$ cat src/rtl/comp_pkg.sv
// rtl/comp_pkg.sv - shared state encoding, result layout and sizing helper for the serial comparator
package comp_pkg;

  typedef logic [1:0] state_t;

  localparam state_t IDLE    = 2'b00;
  localparam state_t COMPARE = 2'b01;
  localparam state_t DONE    = 2'b10;

  // Result bits packed as {eq, gt, lt}; indices usable on that concatenation.
  typedef struct packed {
    logic eq;
    logic gt;
    logic lt;
  } res_t;

  localparam int RES_EQ = 2;
  localparam int RES_GT = 1;
  localparam int RES_LT = 0;

  function automatic int cnt_width(input int w);
    return (w > 1) ? $clog2(w) : 1;
  endfunction

endpackage

$ cat src/rtl/comp_bit_mag.sv
// rtl/comp_bit_mag.sv - combinational 1-bit magnitude comparison cell
module comp_bit_mag (
  input  logic x,
  input  logic y,
  output logic bit_eq,
  output logic bit_gt,
  output logic bit_lt
);

  assign bit_eq = ~(x ^ y);
  assign bit_gt = x & ~y;
  assign bit_lt = ~x & y;

endmodule

$ cat src/rtl/comp_serial_mag.sv
// rtl/comp_serial_mag.sv - bit-serial MSB-first unsigned magnitude comparator with valid/ready on both sides
module comp_serial_mag
  import comp_pkg::*;
#(
  parameter int WIDTH = 8
) (
  input  logic             clk,
  input  logic             rst,
  input  logic             in_valid,
  output logic             in_ready,
  input  logic [WIDTH-1:0] a,
  input  logic [WIDTH-1:0] b,
  output logic             out_valid,
  input  logic             out_ready,
  output logic             eq,
  output logic             gt,
  output logic             lt
);

  localparam int CW = cnt_width(WIDTH);
  localparam logic [CW-1:0] CNT_INIT = CW'(WIDTH - 1);

  state_t           state_q, state_d;
  logic [WIDTH-1:0] a_sh_q, a_sh_d;
  logic [WIDTH-1:0] b_sh_q, b_sh_d;
  logic [CW-1:0]    cnt_q, cnt_d;
  res_t             res_q, res_d;

  logic bit_eq, bit_gt, bit_lt;
  logic load_en, shift_en, cap_en, last_bit;

  comp_bit_mag u_cell (
    .x      (a_sh_q[WIDTH-1]),
    .y      (b_sh_q[WIDTH-1]),
    .bit_eq (bit_eq),
    .bit_gt (bit_gt),
    .bit_lt (bit_lt)
  );

  assign last_bit = (cnt_q == '0);

  always_ff @(posedge clk or posedge rst) begin
    if (rst) begin
      state_q <= IDLE;
    end else begin
      state_q <= state_d;
    end
  end

  always_comb begin
    state_d = state_q;
    case (state_q)
      IDLE:    if (in_valid) state_d = COMPARE;
      COMPARE: if (!bit_eq || last_bit) state_d = DONE;
      DONE:    if (out_ready) state_d = IDLE;
      default: state_d = IDLE;  // 2'b11 is unreachable; fall back to IDLE
    endcase
  end

  always_comb begin
    in_ready  = (state_q == IDLE);
    out_valid = (state_q == DONE);
    load_en   = (state_q == IDLE) && in_valid;
    cap_en    = (state_q == COMPARE) && (!bit_eq || last_bit);
    shift_en  = (state_q == COMPARE) && !cap_en;
  end

  always_comb begin
    a_sh_d = a_sh_q;
    b_sh_d = b_sh_q;
    cnt_d  = cnt_q;
    res_d  = res_q;
    if (load_en) begin
      a_sh_d = a;
      b_sh_d = b;
      cnt_d  = CNT_INIT;
    end else if (shift_en) begin
      a_sh_d = a_sh_q << 1;
      b_sh_d = b_sh_q << 1;
      cnt_d  = cnt_q - 1'b1;
    end
    if (cap_en) begin
      res_d.eq = bit_eq;
      res_d.gt = bit_gt;
      res_d.lt = bit_lt;
    end
  end

  always_ff @(posedge clk or posedge rst) begin
    if (rst) begin
      a_sh_q <= '0;
      b_sh_q <= '0;
      cnt_q  <= '0;
      res_q  <= '0;
    end else begin
      a_sh_q <= a_sh_d;
      b_sh_q <= b_sh_d;
      cnt_q  <= cnt_d;
      res_q  <= res_d;
    end
  end

  assign eq = res_q.eq;
  assign gt = res_q.gt;
  assign lt = res_q.lt;

endmodule
$ cat config.mk
export PLATFORM = sky130hd
export DESIGN_NAME = comp_serial_mag
export DESIGN_NICKNAME = d
export VERILOG_FILES = /design/src/rtl/comp_pkg.sv /design/src/rtl/comp_bit_mag.sv /design/src/rtl/comp_serial_mag.sv
export SDC_FILE = /design/constraint.sdc
export NUM_CORES = 1
export LEC_CHECK = 0
export CAP_MARGIN = 10
export CORE_MARGIN = 2
export CORE_UTILIZATION = 50
export DETAILED_ROUTE_END_ITERATION = 10
export PLACE_DENSITY = 0.87
export SYNTH_ARGS = -nofsm -noshare
export SYNTH_HDL_FRONTEND = slang
export SYNTH_SLANG_ARGS = --single-unit
$ cat constraint.sdc
create_clock -name clk -period 3.7 [get_ports clk]
set_clock_uncertainty 0.15 [all_clocks]
set_input_delay 0.74 -clock clk [delete_from_list [all_inputs] [get_ports clk]]
set_output_delay 0.74 -clock clk [all_outputs]
set_load 0.01 [all_outputs]
==> summary.txt, run 1 <==
Yosys
  • Post-synth cell types: 25
  • Synth Instances: 100
  • Yosys Warn Count: 0
  • Syn Nets: approximately 120
  • Mean cell area of the mapped netlist: 11.6 µm²
  • Post-synthesis sequential area ratio: 0.518
  • Ranking of synthesized cells by area: dfrtp_1, a22oi_1, o21ai_0, inv_1, ha_1
  • Synthesized cell area: approximately 1200 µm²
  • Seq cells post-synth: 24
  • Share of the synthesized area in the top cell type: 0.518
  • Most area-hungry cell type in the Yosys netlist: dfrtp_1

Clock tree
  • Post CTS Setup Buffer Count: 0
  • Clock insertion delay at the later pin of the skew report: 0.32 ns
  • Clock sink count: 24
  • # hold bufs at CTS: 0
  • Num CTS Buffers: 3
  • Clock Tree Root: clkbuf_4
  • CTS tree: done
  • Clock transition at path regs: ~0.12 ns
  • Post_cts resized: 0
  • Htree depth: 1
  • Clk buf depth: 2

Critical path
  • Crit path cell chain: nor2_1, clkdlybuf4s50_1
  • Slowest library cell on the worst path: clkdlybuf4s50_1
  • Crit path DAT: approximately 1.6 ns
  • Worst setup EP type: primary output
  • FF-to-FF path depth: 7
  • CP peak stage delay: between 0.5 and 0.6 ns
  • CP Launch Type: flop
  • Worst endpoint required time: 2.81 ns
  • Worst-path maximum fanout: 5
  • WS Path Type: reg2out

Floorplan
  • Core box area: ~2200 µm²
  • Initial core utilization: 0.524
  • Die Area: ~2700 µm²
  • Die Y: 52.2 µm
  • DIE WIDTH: roughly 52 µm
  • Rows: 17
  • Ports: 25

Worst hold path
  • Hold Path Class: reg2reg
  • Worst hold stages: 1

Routing
  • Total number of vias: 809
  • DRC: 0
  • Met3 wire len: approximately 150 µm
  • Highest Signal Layer: met4
  • Wire length on met2: 1030 µm
  • First-pass detailed-route iteration total: 4
  • Avg Vias per Cell: between 5 and 6
  • Avg WL per Cell: approximately 14 µm
  • Initial DRC Count: 14
  • Overall routed net length: 2100 µm
  • M1 wire length: 871 µm
  • ANT nets after route: 0

Final layout
  • Final #Nets: roughly 150
  • Layout area overhead: 23.3%
  • FF/Latch Area: 601 µm²
  • Layout cell share with drive strength beyond 1: 0.113
  • Fin util: 0.646
  • Fillers: approximately 190
  • ANT cells: 0
  • Area taken by multi-input logic gates: 449 µm²

Power and ir drop
  • Int Power: 0.000686 W
  • Worst VDD drop: 426 µV
  • Sequential share of power: 0.418
  • LEAKAGE: around 0.65 nW
  • Combinational power share: 0.454
  • Clock share of power: 0.128
  • NetSw: 0.000395 W
  • Switching part of the total power: 0.366
  • Tot Pwr: ~0.0011 W
  • PD cells: between 700 and 800 nW/µm²

Global routing
  • Initial antenna violation count: 0
  • Global route overflow: 0
  • First-pass GRT wire length: ~3500 µm
  • Pin count of the biggest net entering global routing: 25
  • Tot GR Track Use: 0.184
  • Vias in the first global route: ~860

Flow run
  • Max cap viols: 0

STA
  • Worst-margin pin slew: 0.887 ns
  • Final Max Slew Viols: 0
  • Worst Slack Setup Final: about 1.3 ns
  • Rel. slew slack: 0.408
  • RSZ-0062 raised after global routing: no
  • Tcrit/Tclk final: 0.659
  • Max Fclk: approximately 0.41 GHz
  • Final hold violations: 0
  • Min Clock Period, post-route: between 2 and 2.5 ns
  • Setup TNS Final: 0 ns
  • Final setup viols: 0

Placement
  • I/O Buffers: 24
  • DP HPWL: about 1500 µm
  • Final GP Congestion: 0.757
  • Setup WS pre-CTS: 1.16 ns

Run status
  • Status: completed
==> area by class of cell <==
type / count / share of cell area
clock buffer: 4 / 0.0254
tap: 28 / 0.0245
sequential: 24 / 0.420
timing repair buffer: 25 / 0.173
multi-input combinational: 56 / 0.314
inverter: 15 / 0.0429
==> synth_stat cells <==
| cell type | count |
|---|---|
| mux2_2 | 2 |
| nor3_1 | 1 |
| clkinv_4 | 1 |
| o21ai_0 | 12 |
| buf_6 | 1 |
| and2b_1 | 1 |
| a22oi_1 | 10 |
| a21o_1 | 1 |
| buf_4 | 3 |
| ha_1 | 4 |
| o221a_4 | 1 |
| nor3b_4 | 1 |
| nand2_1 | 5 |
| a22o_1 | 2 |
| o221a_2 | 1 |
| dfrtp_1 | 24 |
| a21oi_1 | 2 |
| nor2_8 | 1 |
| nand2b_1 | 3 |
| mux2i_1 | 4 |
| nor2_1 | 3 |
| inv_1 | 14 |
| o21ba_2 | 1 |
| nor4bb_4 | 1 |
| buf_8 | 1 |
==> worst paths after layout <==
check | startpoint | end | slack (ns)
max reg2reg | cnt_q[0] | b_sh_q[4] | 1.65
max | state_q[1] | in_ready | 1.26
min reg2reg | cnt_q[0] | cnt_q[0] | 0.36
min in group asynchronous | rst | lt | 0.75
max in group asynchronous | rst | eq | 2.11
min | cnt_q[0] | cnt_q[0] | 0.36
==> power by group through the flow <==
| stage | Sequential (W) | Clock (W) | Combinational (W) |
|---|---|---|---|
| after floorplan | 0.000441 | 0 | 0.000409 |
| after global placement | 0.000450 | 0 | 0.000469 |
| after detailed placement | 0.000456 | 0 | 0.000496 |
| after CTS | 0.000452 | 0.000144 | 0.000498 |
| after global routing | 0.000465 | 0.000151 | 0.000552 |
| final | 0.000452 | 0.000138 | 0.000490 |
==> cell families after synthesis <==
family | share of synthesized area
buf+inv | 0.0949
mux | 0.0539
compound gates | 0.182
simple gates | 0.108
flops | 0.518
fa+ha+maj | 0.0432
==> per-layer routing <==
| metal | track usage | up-vias |
|---|---|---|
| li1 | - | 391 |
| met1 | 0.192 | 378 |
| met2 | 0.340 | 36 |
| met3 | 0.0374 | 4 |
| met4 | 0.103 | 0 |
| met5 | 0 | - |
==> worst max-delay path, delay by kind of cell, from the launching register on <==
kind	cells	cell delay [ns]
buffers and inverters	1	0.57
DFF	1	0.48
and+or+nand+nor	1	0.18
==> stage by stage <==
stage | std cells | cell area [µm²] | hold slack, ns
after floorplan | 100 | 1160 | 0.293
after detailed placement | 148 | 1390 | 0.324
after global routing | 152 | 1430 | 0.394
final | 152 | 1430 | 0.361
after global placement | 148 | 1390 | 0.321
after CTS | 152 | 1430 | 0.364
==> registers in the layout, summed over array words and instances, names as in the netlist <==
signal   flops
a_sh_q       8
b_sh_q       8
cnt_q        3
eq           1
gt           1
lt           1
state_q      2
==> layout by cell type, fill, tap and decap left out <==
master           synthesis  final
clkdlybuf4s50_1          0     24
nor2_8                   1      1
nor3b_4                  1      1
o221a_2                  1      1
a21oi_1                  2      2
clkinv_4                 1      1
mux2i_1                  4      4
mux2_2                   2      2
clkbuf_4                 0      3
buf_4                    3      1
clkbuf_8                 0      1
nor3_1                   1      1
inv_1                   14     14
dfrtp_1                 24     24
o21ai_0                 12     12
nand2_1                  5      5
nor4bb_4                 1      1
and2b_1                  1      1
ha_1                     4      4
nor2_1                   3      3
a22o_1                   2      2
a21o_1                   1      1
o21ba_2                  1      1
a22oi_1                 10     10
o221a_4                  1      1
nand2b_1                 3      3
Power figures use the tool's default switching activity.
==> inputs of run 2 (changes only) <==
--- a/config.mk
+++ b/config.mk
@@ -7,9 +7,9 @@
 export LEC_CHECK = 0
 export CAP_MARGIN = 10
 export CORE_MARGIN = 2
-export CORE_UTILIZATION = 50
+export CORE_UTILIZATION = 49
 export DETAILED_ROUTE_END_ITERATION = 10
-export PLACE_DENSITY = 0.87
+export PLACE_DENSITY = 0.85
 export SYNTH_ARGS = -nofsm -noshare
 export SYNTH_HDL_FRONTEND = slang
 export SYNTH_SLANG_ARGS = --single-unit
==> constraint.sdc (replaced) <==
create_clock -name clk -period 2.4 [get_ports clk]
set_clock_uncertainty 0.15 [all_clocks]
set_input_delay 0.48 -clock clk [delete_from_list [all_inputs] [get_ports clk]]
set_output_delay 0.48 -clock clk [all_outputs]
set_load 0.01 [all_outputs]
==> summary.txt, run 2 (synthesis results as in run 1) <==
Critical path
  • Worst endpoint required time: 1.77 ns (-1.04 ns)
  • FF-to-FF setup slack: 0.42 ns (-1.23 ns)
  • Worst setup EP type: primary output
  • Worst reg2reg path endpoint: b_sh_q[6]
  • WS Path Type: reg2out
  • Worst-path maximum fanout: 5 (unchanged)
  • Crit path DAT: 1.53 ns (-0.02 ns)
  • FF-to-FF path depth: 7 (unchanged)
  • Reg-to-reg startpoint: b_sh_q[7]
  • CP Launch Type: flop

Placement
  • Final GP Congestion: 0.734 (-3.1%)
  • I/O Buffers: 24 (unchanged)
  • Placed cell area: 1410 µm² (+1.1%)
  • DP HPWL: 1460 µm (-1.8%)

Clock tree
  • Post CTS Setup Buffer Count: 0 (unchanged)
  • # hold bufs at CTS: 0 (unchanged)
  • Clk buf depth: 2 (unchanged)
  • Clock insertion delay at the later pin of the skew report: 0.30 ns (-0.02 ns)
  • Clock transition at path regs: 0.12 ns (about the same)
  • Htree depth: 1 (unchanged)
  • Post_cts resized: 0 (unchanged)
  • Clock Tree Root: clkbuf_4
  • Num CTS Buffers: 3 (unchanged)
  • CTS tree: done
  • Clock sink count: 24 (unchanged)

Final layout
  • Commonest non-fill, non-tap cells in the layout: dfrtp_1, clkdlybuf4s50_1, inv_1
  • Layout area overhead: 24.6%
  • Design area: 1450 µm² (+1.1%)
  • ANT cells: 0 (unchanged)
  • Fillers: 189 (+1.1%)
  • FF/Latch Area: 601 µm² (unchanged)
  • Largest registers: a_sh_q: 8 flops, b_sh_q: 8 flops, cnt_q: 3 flops
  • Fin util: 0.647 (about the same)
  • Area taken by multi-input logic gates: 449 µm² (unchanged)
  • Final #Nets: 151 (+1.3%)
  • Layout cell share with drive strength beyond 1: 0.127 (+0.0141)

Power and ir drop
  • Clock share of power: 0.123 (-0.005)
  • Switching part of the total power: 0.359 (-0.00619)
  • Worst VDD drop: 568 µV (+33%)
  • Sequential share of power: 0.415 (-0.003)
  • PD cells: 1150 nW/µm² (+52%)
  • NetSw: 0.000597 W (+51%)
  • Int Power: 0.00107 W (+55%)
  • LEAKAGE: 0.659 nW (+1.5%)
  • Combinational power share: 0.462 (+0.008)

Flow run
  • Max cap viols: 0 (unchanged)

Global routing
  • Tot GR Track Use: 0.161 (-0.0230)
  • First-pass GRT wire length: 3260 µm (-7.6%)
  • Initial antenna violation count: 0 (unchanged)
  • Vias in the first global route: 766 (-11%)
  • Pin count of the biggest net entering global routing: 25 (unchanged)
  • Global route overflow: 0 (unchanged)

Routing
  • Avg Vias per Cell: 5.18 (-2.6%)
  • First-pass detailed-route iteration total: 4 (unchanged)
  • ANT nets after route: 0 (unchanged)
  • Overall routed net length: 1920 µm (-8.3%)
  • Initial DRC Count: 16 (+2)
  • Avg WL per Cell: 12.5 µm (-9.5%)
  • Total number of vias: 798 (-1.4%)
  • DRC: 0 (unchanged)

Floorplan
  • Die Area: 2770 µm² (+1.9%)
  • DIE WIDTH: 52.7 µm (+0.93%)
  • Die Y: 52.7 µm (+0.93%)
  • Rows: 17 (unchanged)
  • Core box area: 2230 µm² (+0.96%)
  • Ports: 25 (unchanged)
  • Initial core utilization: 0.519 (-0.00499)

STA
  • Setup TNS Final: 0 ns (unchanged)
  • Hold_ws: 0.326 ns (-0.0346 ns)
  • Worst-margin pin slew: 0.311 ns (-0.575 ns)
  • Max Fclk: between 0.4 and 0.5 GHz
  • Tcrit/Tclk final: 0.901
  • Final hold violations: 0 (unchanged)
  • Final setup viols: 0 (unchanged)
  • RSZ-0062 raised after global routing: no
  • Rel. slew slack: 0.792 (+0.384)
  • Final Max Slew Viols: 0 (unchanged)
  • Min Clock Period, post-route: ~2.2 ns

Run status
  • Status: completed

Worst hold path
  • Worst hold stages: 1 (unchanged)
  • Hold Path End: cnt_q[0]
  • Hold Path Class: reg2reg
  • HP Start: cnt_q[0]
==> run 2: cell count changes in the layout (fill, tap and decap cells not counted) <==
| cell | before | now |
|---|---|---|
| buf_4 | 1 | 3 |
==> run 2: final cells by class <==
| type | instances | area share |
|---|---|---|
| timing repair buffer | 27 | 0.182 |
| clock buffer | 4 | 0.0251 |
| inverter | 15 | 0.0424 |
| multi-input combinational | 56 | 0.311 |
| tap | 28 | 0.0242 |
| sequential | 24 | 0.416 |
==> run 2: per-stage QoR <==
stage	cells	setup slack, ns	power [W]
after floorplan	100	0.588	0.00131
after global placement	150	0.452	0.00143
after detailed placement	150	0.390	0.00148
after CTS	154	0.223	0.00169
after global routing	154	0.169	0.00180
final	154	0.238	0.00166
==> run 2: power groups by stage <==
stage	clock [W]	combinational (W)	sequential, W
2_1_floorplan	0	0.000631	0.000680
3_3_place_gp	0	0.000738	0.000692
3_5_place_dp	0	0.000781	0.000701
4_1_cts	0.000209	0.000783	0.000693
5_1_grt	0.000222	0.000862	0.000716
6_report	0.000204	0.000769	0.000690
==> run 2: worst max path at each step <==
stage | from | end | slack (ns) | cells past startpoint
6_report | state_q[0] | out_valid | 0.24 | 2
5_1_grt | state_q[0] | out_valid | 0.17 | 2
2_1_floorplan | cnt_q[0] | a_sh_q[6] | 0.59 | 9
3_3_place_gp | in_valid | cnt_q[0] | 0.45 | 5
3_5_place_dp | in_valid | b_sh_q[7] | 0.39 | 5
4_1_cts | state_q[0] | out_valid | 0.22 | 2
==> run 2: critical path, stage by stage, from the launching register on <==
cell and delay, ns:
dfrtp_1 0.46, and2b_1 0.24, clkdlybuf4s50_1 0.53
==> run 2: routing by layer <==
layer,GRT usage,part of all wire,vias up
li1,-,-,394
met1,0.204,0.47,380
met2,0.290,0.48,24
met3,0.0286,0.056,0
met4,0.0256,0,0
met5,0,0,-
